$ cat src/rtl/ssd_scan_scheduler_if.sv
// Display-image load handshake and scan outputs of ssd_scan_scheduler.
// The master is the game logic; the slave is the scan scheduler.
interface ssd_scan_scheduler_if #(
  parameter int NUM_DIGITS = 8
);
  logic [4*NUM_DIGITS-1:0] value;
  logic [NUM_DIGITS-1:0]   dp_mask;
  logic [NUM_DIGITS-1:0]   digit_en;
  logic                    load_valid;
  logic                    load_ready;
  logic [NUM_DIGITS-1:0]   an;
  logic [7:0]              cathodes;
  logic                    frame_done;

  modport master (
    output value, dp_mask, digit_en, load_valid,
    input  load_ready, an, cathodes, frame_done
  );

  modport slave (
    input  value, dp_mask, digit_en, load_valid,
    output load_ready, an, cathodes, frame_done
  );
endinterface

$ cat src/rtl/ssd_scan_scheduler.sv
// Tear-free, double-buffered seven-segment scan scheduler with per-slot anode blanking.
// Optional leading-zero suppression is enabled by defining SSD_LZ_SUPPRESS_EN.
module ssd_scan_scheduler #(
  parameter int NUM_DIGITS   = 8,
  parameter int TICK_DIV     = 262144,
  parameter int BLANK_CYCLES = 1024
) (
  input  logic                  clk,
  input  logic                  rst,
  ssd_scan_scheduler_if.slave   bus
);
  localparam int CW = $clog2(TICK_DIV);
  localparam int IW = (NUM_DIGITS > 1) ? $clog2(NUM_DIGITS) : 1;
  localparam logic [NUM_DIGITS-1:0] AN_OFF = {NUM_DIGITS{1'b1}};
  localparam logic [NUM_DIGITS-1:0] AN_ONE = NUM_DIGITS'(1);

  typedef enum logic {PH_BLANK = 1'b0, PH_SHOW = 1'b1} phase_t;
  localparam phase_t PH_RESET = (BLANK_CYCLES == 0) ? PH_SHOW : PH_BLANK;

  function automatic logic [6:0] hex_decode(input logic [3:0] nib);
    case (nib)
      4'h0: hex_decode = 7'b0000001;
      4'h1: hex_decode = 7'b1001111;
      4'h2: hex_decode = 7'b0010010;
      4'h3: hex_decode = 7'b0000110;
      4'h4: hex_decode = 7'b1001100;
      4'h5: hex_decode = 7'b0100100;
      4'h6: hex_decode = 7'b0100000;
      4'h7: hex_decode = 7'b0001111;
      4'h8: hex_decode = 7'b0000000;
      4'h9: hex_decode = 7'b0000100;
      4'hA: hex_decode = 7'b0001000;
      4'hB: hex_decode = 7'b1100000;
      4'hC: hex_decode = 7'b0110001;
      4'hD: hex_decode = 7'b1000010;
      4'hE: hex_decode = 7'b0110000;
      4'hF: hex_decode = 7'b0111000;
      default: hex_decode = 7'b1111111;
    endcase
  endfunction

  logic [CW-1:0]           r_slot_cnt;
  logic [IW-1:0]           r_digit_idx;
  phase_t                  r_phase;
  phase_t                  w_phase_nxt;
  logic [4*NUM_DIGITS-1:0] r_act_value;
  logic [NUM_DIGITS-1:0]   r_act_dp;
  logic [NUM_DIGITS-1:0]   r_act_en;
  logic [4*NUM_DIGITS-1:0] r_pend_value;
  logic [NUM_DIGITS-1:0]   r_pend_dp;
  logic [NUM_DIGITS-1:0]   r_pend_en;
  logic                    r_load_ready;
  logic [NUM_DIGITS-1:0]   r_an;
  logic [7:0]              r_cath;
  logic                    r_frame_done;

  logic                    w_slot_end;
  logic                    w_boundary;
  logic                    w_accept;
  logic [CW-1:0]           w_slot_nxt;
  logic [IW-1:0]           w_idx_nxt;
  logic [NUM_DIGITS-1:0]   w_en_eff;
  logic [NUM_DIGITS-1:0]   w_an_nxt;
  logic [7:0]              w_cath_nxt;
`ifdef SSD_LZ_SUPPRESS_EN
  logic                    w_lz_run;
`endif

  assign w_slot_end = (r_slot_cnt == CW'(TICK_DIV - 1));
  assign w_boundary = w_slot_end && (r_digit_idx == IW'(NUM_DIGITS - 1));
  assign w_accept   = bus.load_valid && r_load_ready;

  // Slot counter and digit index successors.
  always_comb begin
    w_slot_nxt = r_slot_cnt + CW'(1);
    w_idx_nxt  = r_digit_idx;
    if (w_slot_end) begin
      w_slot_nxt = {CW{1'b0}};
      if (r_digit_idx == IW'(NUM_DIGITS - 1)) begin
        w_idx_nxt = {IW{1'b0}};
      end else begin
        w_idx_nxt = r_digit_idx + IW'(1);
      end
    end else begin
      w_slot_nxt = r_slot_cnt + CW'(1);
      w_idx_nxt  = r_digit_idx;
    end
  end

  // Effective digit enables; suppression walks down from the most significant digit.
  always_comb begin
    w_en_eff = r_act_en;
`ifdef SSD_LZ_SUPPRESS_EN
    w_lz_run = 1'b1;
    for (int i = NUM_DIGITS - 1; i >= 1; i--) begin
      if (w_lz_run && (r_act_value[4*i +: 4] == 4'h0)) begin
        w_en_eff[i] = 1'b0;
      end else begin
        w_en_eff[i] = r_act_en[i];
      end
      if (r_act_en[i] && (r_act_value[4*i +: 4] != 4'h0)) begin
        w_lz_run = 1'b0;
      end else begin
        w_lz_run = w_lz_run;
      end
    end
`endif
  end

  // Phase FSM next state and the anode/cathode image for the next cycle.
  always_comb begin
    w_phase_nxt = r_phase;
    w_an_nxt    = AN_OFF;
    w_cath_nxt  = 8'hFF;
    case (r_phase)
      PH_BLANK: begin
        if (w_slot_nxt >= CW'(BLANK_CYCLES)) begin
          w_phase_nxt = PH_SHOW;
        end else begin
          w_phase_nxt = PH_BLANK;
        end
      end
      PH_SHOW: begin
        if (w_slot_nxt < CW'(BLANK_CYCLES)) begin
          w_phase_nxt = PH_BLANK;
        end else begin
          w_phase_nxt = PH_SHOW;
        end
        if (w_en_eff[r_digit_idx]) begin
          w_an_nxt   = ~(AN_ONE << r_digit_idx);
          w_cath_nxt = {hex_decode(r_act_value[4*r_digit_idx +: 4]), ~r_act_dp[r_digit_idx]};
        end else begin
          w_an_nxt   = AN_OFF;
          w_cath_nxt = 8'hFF;
        end
      end
      default: w_phase_nxt = PH_BLANK;
    endcase
  end

  // Scan timing, phase state and registered display outputs.
  always_ff @(posedge clk) begin
    if (rst) begin
      r_slot_cnt   <= {CW{1'b0}};
      r_digit_idx  <= {IW{1'b0}};
      r_phase      <= PH_RESET;
      r_an         <= AN_OFF;
      r_cath       <= 8'hFF;
      r_frame_done <= 1'b0;
    end else begin
      r_slot_cnt   <= w_slot_nxt;
      r_digit_idx  <= w_idx_nxt;
      r_phase      <= w_phase_nxt;
      r_an         <= w_an_nxt;
      r_cath       <= w_cath_nxt;
      // Registered one cycle early so the pulse coincides with the wrap cycle.
      r_frame_done <= (w_slot_nxt == CW'(TICK_DIV - 1)) && (w_idx_nxt == IW'(NUM_DIGITS - 1));
    end
  end

  // Double buffer: offers park in pending and commit only at a frame boundary.
  always_ff @(posedge clk) begin
    if (rst) begin
      r_act_value  <= {(4*NUM_DIGITS){1'b0}};
      r_act_dp     <= {NUM_DIGITS{1'b0}};
      r_act_en     <= {NUM_DIGITS{1'b0}};
      r_pend_value <= {(4*NUM_DIGITS){1'b0}};
      r_pend_dp    <= {NUM_DIGITS{1'b0}};
      r_pend_en    <= {NUM_DIGITS{1'b0}};
      r_load_ready <= 1'b1;
    end else if (w_boundary) begin
      if (w_accept) begin
        r_act_value <= bus.value;
        r_act_dp    <= bus.dp_mask;
        r_act_en    <= bus.digit_en;
      end else if (!r_load_ready) begin
        r_act_value <= r_pend_value;
        r_act_dp    <= r_pend_dp;
        r_act_en    <= r_pend_en;
      end else begin
        r_act_value <= r_act_value;
      end
      r_load_ready <= 1'b1;
    end else if (w_accept) begin
      r_pend_value <= bus.value;
      r_pend_dp    <= bus.dp_mask;
      r_pend_en    <= bus.digit_en;
      r_load_ready <= 1'b0;
    end else begin
      r_load_ready <= r_load_ready;
    end
  end

  assign bus.load_ready = r_load_ready;
  assign bus.an         = r_an;
  assign bus.cathodes   = r_cath;
  assign bus.frame_done = r_frame_done;
endmodule
$ cat src/flat_wrapper.sv
// flat-port wrapper written by rule: the top's interface ports become plain ports
module ssd_scan_scheduler_flat 
#(
  parameter int NUM_DIGITS   = 8,
  parameter int TICK_DIV     = 262144,
  parameter int BLANK_CYCLES = 1024
)
  (clk, rst, bus_value, bus_dp_mask, bus_digit_en, bus_load_valid, bus_load_ready, bus_an, bus_cathodes, bus_frame_done);
  ssd_scan_scheduler_if #(.NUM_DIGITS(NUM_DIGITS)) bus_i ();
  input  logic clk;
  input  logic rst;
  input wire logic [$bits(bus_i.value)-1:0] bus_value;
  input wire logic [$bits(bus_i.dp_mask)-1:0] bus_dp_mask;
  input wire logic [$bits(bus_i.digit_en)-1:0] bus_digit_en;
  input wire logic [$bits(bus_i.load_valid)-1:0] bus_load_valid;
  output wire logic [$bits(bus_i.load_ready)-1:0] bus_load_ready;
  output wire logic [$bits(bus_i.an)-1:0] bus_an;
  output wire logic [$bits(bus_i.cathodes)-1:0] bus_cathodes;
  output wire logic [$bits(bus_i.frame_done)-1:0] bus_frame_done;
  assign bus_i.value = bus_value;
  assign bus_i.dp_mask = bus_dp_mask;
  assign bus_i.digit_en = bus_digit_en;
  assign bus_i.load_valid = bus_load_valid;
  assign bus_load_ready = bus_i.load_ready;
  assign bus_an = bus_i.an;
  assign bus_cathodes = bus_i.cathodes;
  assign bus_frame_done = bus_i.frame_done;
  ssd_scan_scheduler #(.NUM_DIGITS(NUM_DIGITS), .TICK_DIV(TICK_DIV), .BLANK_CYCLES(BLANK_CYCLES)) u_core (.clk(clk), .rst(rst), .bus(bus_i));
endmodule
$ cat config.mk
export PLATFORM = sky130hd
export DESIGN_NAME = ssd_scan_scheduler_flat
export DESIGN_NICKNAME = d
export VERILOG_FILES = /design/src/rtl/ssd_scan_scheduler_if.sv /design/src/rtl/ssd_scan_scheduler.sv /design/src/flat_wrapper.sv
export SDC_FILE = /design/constraint.sdc
export NUM_CORES = 1
export LEC_CHECK = 0
export ABC_AREA = 1
export ABC_CLOCK_PERIOD_IN_PS = 5120
export BUFFER_PORTS_ARGS = -buffer_cell sky130_fd_sc_hd__buf_2
export CAP_MARGIN = 20
export CORE_UTILIZATION = 63
export DETAILED_ROUTE_END_ITERATION = 6
export PLACE_DENSITY_LB_ADDON = 0.25
export SYNTH_ARGS = -nofsm -noshare
export SYNTH_HDL_FRONTEND = slang
export SYNTH_SLANG_ARGS = --single-unit
$ cat constraint.sdc
create_clock -name clk -period 5.12 [get_ports clk]
set_input_delay 0.768 -clock clk [delete_from_list [all_inputs] [get_ports clk]]
set_output_delay 0.768 -clock clk [all_outputs]
set_load 0.03 [all_outputs]
**Yosys cells after proc, flatten, opt, wreduce, memory -nomap -nowiden**

Memory sizes are Yosys's and may differ from the RTL's. A register that Yosys moved wholly into a read port is not among the register bits.
Index checks and enable logic that the tools add are counted.

- Add/subtract/negate cells: 2
- Magnitude comparators: 3
- Eq/ne operators: 5
- Shift operators: 2
- Mux-type cells: 16
- Bitwise operators: 5
- Reductions and logical operators: 7

Operators with widths:

| kind | number |
|---|---|
| 32-bit 2-to-1 mux | 2 |
| 18-bit equality test (second input constant) | 2 |
| 8-bit 2-to-1 mux | 4 |
| 32-bit by 6-bit indexed part select with 4-bit output | 1 |
| 18-bit by 1-bit adder with 18-bit output (second input constant) | 1 |
| 18-bit by 11-bit >= comparator with 1-bit output (second input constant) | 1 |
| 18-bit by 11-bit < comparator with 1-bit output (second input constant) | 1 |
| 18-bit 2-to-1 mux | 1 |
| 8-bit NOT | 1 |
| 1-bit by 3-bit left shift with 8-bit output (first input constant) | 1 |
| 1-bit binary-select mux with 3-bit select | 2 |
| 3-bit equality test (second input constant) | 2 |
| 3-bit 2-to-1 mux | 2 |
| 3-bit by 4-bit < comparator with 1-bit output (second input constant) | 1 |
| 1-bit 2-to-1 mux | 4 |
| 1-bit NOT | 4 |
| 2-bit AND reduction | 2 |
| 3-bit by 1-bit adder with 3-bit output (second input constant) | 1 |
| 1-bit logical AND | 3 |
| 3-bit OR reduction | 1 |
| 2-bit inequality test (second input constant) | 1 |
| 1-bit one-hot mux with 2 select lines | 1 |
| 2-bit OR reduction | 1 |

- Flip-flop bits (word level): 136
- Memory bits (read-only): 112
- Input bits: 51
- Output and inout port bits: 18
- Word-level logic and storage cells: 54
- Memories kept: 1

Memory list:

| memory | depth | width | read ports | clocked after memory_dff | wr ports | RTL line | RTL |
|---|---|---|---|---|---|---|---|
| (no name shown) | 16 | 7 | 1 | 1 | 0 | ssd_scan_scheduler.sv:21 | `case (nib)` |

**Longest topological paths before layout**

- Depth in word-level cells: 5
- Gate-level depth with buffers: 13
- Gate-level depth less buffers: 13

**Least setup slack after synthesis**

Ideal clock, no wire load.

- Path type: register -> register
- Start: register u_core.r_digit_idx[0]
- End: register u_core.r_cath[7], in the netlist u_core.bus.cathodes[7]
- Setup time: 121 ps
- Arrival time: 2030 ps
- Required time: 4999 ps
- Path slack: 2969 ps
- Cell stages (with the launch flop): 12
- Buffers on the path: 2
- Clock period less this slack: 2151 ps
- Cells stage by stage: dfxtp_1 -> buf_2 -> buf_2 -> o211ai_1 -> nand2_1 -> inv_1 -> o21ai_0 -> inv_1 -> ha_1 -> or2_2 -> nand3_1 -> nand3_1

- Cells in the longest elaborated chain, start to end: 4
- Elaborated cells between the ends (all ways): 5
- Classes of those cells: 1 x shift; 2 x mux; 1 x bitwise; 1 x reduce/logical

Ends and longest elaborated chain:

| what | RTL line | RTL |
|---|---|---|
| from (decl) | ssd_scan_scheduler.sv:43 | `logic [IW-1:0] r_digit_idx;` |
| from (signal assigned) | ssd_scan_scheduler.sv:145 | `r_digit_idx <= {IW{1'b0}};` |
| from (signal assigned) | ssd_scan_scheduler.sv:152 | `r_digit_idx <= w_idx_nxt;` |
| 1-bit binary-select mux with 3-bit select | ssd_scan_scheduler.sv:129 | `if (w_en_eff[r_digit_idx]) begin` |
| 1-bit 2-to-1 mux (implied by the code) | ssd_scan_scheduler.sv:129 |  |
| 1-bit NOT (no source line) | -- |  |
| 3-bit OR reduction (no source line) | -- |  |
| to (decl) | ssd_scan_scheduler.sv:54 | `logic [7:0] r_cath;` |

Several ways; a longest one is shown, not always the timed one. The select of a mux whose other input is x is not followed.
A chain may end at the register's enable or synchronous reset.

**Final worst setup path**

- Start: register u_core.r_digit_idx[0]
- End: register u_core.r_pend_en[3]

- Cells in the longest elaborated chain, start to end: 4

Ends and longest elaborated chain:

| what | RTL line | RTL |
|---|---|---|
| 3-bit equality test | ssd_scan_scheduler.sv:70 | `assign w_boundary = w_slot_end && (r_digit_idx == IW'(NUM_DIGITS - 1));` |
| 1-bit logical AND | ssd_scan_scheduler.sv:70 |  |
| 1-bit NOT (no source line) | -- |  |
| 2-bit AND reduction (no source line) | -- |  |
| to (signal assigned) | ssd_scan_scheduler.sv:169 | `r_pend_en <= {NUM_DIGITS{1'b0}};` |
| to (signal assigned) | ssd_scan_scheduler.sv:187 | `r_pend_en <= bus.digit_en;` |
| to (decl) | ssd_scan_scheduler.sv:51 | `logic [NUM_DIGITS-1:0] r_pend_en;` |

No other way between the ends.

==> results.txt <==
cts bufs inserted: 17
core area: 0.009819 mm2
Yosys top cell area share: 42.54%
capturing point of the worst reg2reg path: u_core.r_pend_en[3]$_SDFFE_PP0P_
non-filler instance count after layout: 1,126
clock root buffer: clkbuf_8
count of different cell masters after synthesis: 34
path depth of the worst reg2reg path: 7
Pins Over Slew Limit: 0
r2r setup slk: 2.03 ns
final setup margin: 2.030 ns
CP startpoint kind: flip-flop
Syn Area/Cell: 6.808 um2
RR Startpoint: u_core.r_digit_idx[0]$_SDFF_PP0_
CTS tree: done
crit share post-route: 60.35%
latest clock arrival within the worst-skew pair: 0.53 ns
buffer depth of the longest clock path: 2
Setup Viol. Count Final: 0
top post-synthesis cells by area: dfxtp_1 43%, nand2_1 14%, o21ai_0 9.4%
wire length per cell: 13.14 um
Net Count, Synth: 1,004
RSZ-0062 raised after global routing: no
hold path startpoint: u_core.r_act_value[3]$_SDFFE_PP0P_
post-route antenna net violation count: 0
ant diodes: 0
DIE HEIGHT: 102.8 um
global placer's final weighted congestion: 0.8409
CTS Hold Bufs: 0
Hold Path Stages: 2
Max VDD drop: 0.3060 mV
final count of hold timing violations: 0
Post-Route WL: 14,800 um
WP data required: 5.53 ns
Post-synth EDFFs: 0
H-tree depth: 4
pin count of the biggest net entering global routing: 97
final instance area: 0.007246 mm2
Layout area overhead: 13.22%
routed vias: 6,007
Synth async-reset ratio: 0%
clock transition at the registers of the reported paths: 0.07 ns
vias in the first global route: 5,340
GRT Total Usage: 29.86%
Die Wd: 102.8 um
pre-CTS setup slack: 2.008 ns
die area: 0.01057 mm2
synthesized cell area: 0.006400 mm2
sequential-to-total area share from yosys stat: 42.54%
total grt overflow: 0
fmax: 323.7 MHz
synthesized flop and latch total: 136
most common cell in the netlist: nand2_1
CP arrival: 3.50 ns
Tmin final: 3.090 ns
Setup crit end kind: flip-flop
CTS Sinks: 136
TritonRoute pass-1 iters: 5
final core occ: 73.79%
CTS resizes: 0
Mapped Cells: 940
post-place instance area: 0.006653 mm2
commonest cells in the netlist: 241 x nand2_1, 140 x nor2_1, 136 x dfxtp_1, 120 x o21ai_0, 81 x inv_1
Synth Flop Type: dfxtp_1
HPWL Detailed: 9288 um
initial antenna violation count: 0
worst clock skew: 0.009865 ns
Setup Fix Bufs, Post-CTS: 0
PD cells: 347.8 mW/mm2
Worst Hold Class: reg -> reg
Ys Warns: 0
Starting Density: 65.18%
DRC viols: 0
Slew HR: 39.84%
Hold Path Sink: u_core.r_act_value[3]$_SDFFE_PP0P_
dpl cells: 1,094
io pins: 69
Worst Tran Pin Value: 0.9024 ns
Net count, final: 1,044
cell taking the most area after synthesis: dfxtp_1
first-pass GRT wire length: 24,520 um
WS Path Type: reg -> reg
share of post-route cells with drive strength above 1: 12.69%
leakage: 3.075 nW
# port buffers: 68
setup_tns: 0 ns
1st-iter DRT viols: 337
Crit Path Max Fanout: 48
status: finished clean
number of max-cap violations: 0
number of vias per cell: 5.335
Rows: 36
==> final cells by class <==
class                           instances  area (um2)
Multi-Input combinational cell        666        3063
Clock inverter                         15       178.9
Fill cell                             827        2574
Clock buffer                           17       414.1
Inverter                               86       322.8
Tap cell                              133       166.4
Sequential cell                       136        2723
Timing Repair Buffer                   73       377.9
==> placed cells by master, fill, tap and decap left out, types with 13 or more instances in the layout <==
cell type,instances
a21oi_1,68
buf_2,68
clkbuf_16,16
dfxtp_1,136
ha_1,13
inv_1,81
nand2_1,241
nand3_1,43
nor2_1,140
o21ai_0,120
==> critical path: stages (launching register included) <==
cell     delay (ns)
dfxtp_1        0.69
ha_1           0.29
ha_1           0.30
nand4_1        0.18
nand2_1        0.61
inv_2          0.54
nor2_1         0.23
nor2_1         0.09
==> cell families (layout without fill, tap and decap cells) <==
| logic type | count (synthesis) | after routing | synth area share [%] |
|---|---|---|---|
| AO/OA/AOI/OAI | 204 | 204 | 16.60 |
| XOR/XNOR | 3 | 3 | 0.4106 |
| adder cells (fa/ha/maj) | 13 | 13 | 2.542 |
| buffers and inverters | 138 | 191 | 9.599 |
| flip-flops | 136 | 136 | 42.54 |
| AND/OR/NAND/NOR | 446 | 446 | 28.31 |
==> state kept, by name, indices dropped and copies added, names as in the netlist <==
name,count
u_core.bus.an,8
u_core.r_pend_dp,8
u_core.r_act_value,32
u_core.r_act_en,8
u_core.bus.load_ready,1
u_core.bus.cathodes,8
u_core.r_pend_value,32
u_core.r_act_dp,8
u_core.r_phase,1
u_core.r_digit_idx,3
u_core.r_pend_en,8
u_core.r_slot_cnt,18
u_core.bus.frame_done,1
==> power by group <==
| group | total (mW) | internal (mW) | switching (mW) |
|---|---|---|---|
| Clock | 1.23 | 0.714 | 0.517 |
| Combinational | 0.177 | 0.0614 | 0.116 |
| Sequential | 1.11 | 1.09 | 0.0188 |
==> through the flow <==
stage / hold WS (ns) / power [mW]
finish: 0.4425 / 2.520
global route: 0.4635 / 2.607
detailed placement: 0.4331 / 1.310
global placement: 0.4289 / 1.304
floorplan: 0.4205 / 1.258
CTS: 0.4428 / 2.527
==> per-layer routing <==
| metal | track usage, % | vias to the layer above | share of wire [%] |
|---|---|---|---|
| li1 | - | 3073 | - |
| met1 | 38.90 | 2704 | 46 |
| met2 | 48.51 | 204 | 47 |
| met3 | 5.966 | 26 | 5.8 |
| met4 | 12.35 | 0 | 1.8 |
| met5 | 0 | - | 0 |
==> worst max path at each step <==
stage / start / end / slack, ns / cells after the start
global placement: bus_load_valid / u_core.r_pend_value[26]$_SDFFE_PP0P_ / 2.05 / 8
CTS: u_core.r_digit_idx[0]$_SDFF_PP0_ / u_core.r_pend_en[3]$_SDFFE_PP0P_ / 2.03 / 7
floorplan: u_core.r_digit_idx[0]$_SDFF_PP0_ / u_core.bus.cathodes[7]$_SDFF_PP1_ / 2.97 / 11
finish: u_core.r_digit_idx[0]$_SDFF_PP0_ / u_core.r_pend_en[3]$_SDFFE_PP0P_ / 2.03 / 7
global route: u_core.r_digit_idx[0]$_SDFF_PP0_ / u_core.r_pend_value[26]$_SDFFE_PP0P_ / 1.71 / 7
detailed placement: bus_load_valid / u_core.r_pend_value[4]$_SDFFE_PP0P_ / 2.01 / 8
No activity file was read; power rests on OpenSTA's default activity.
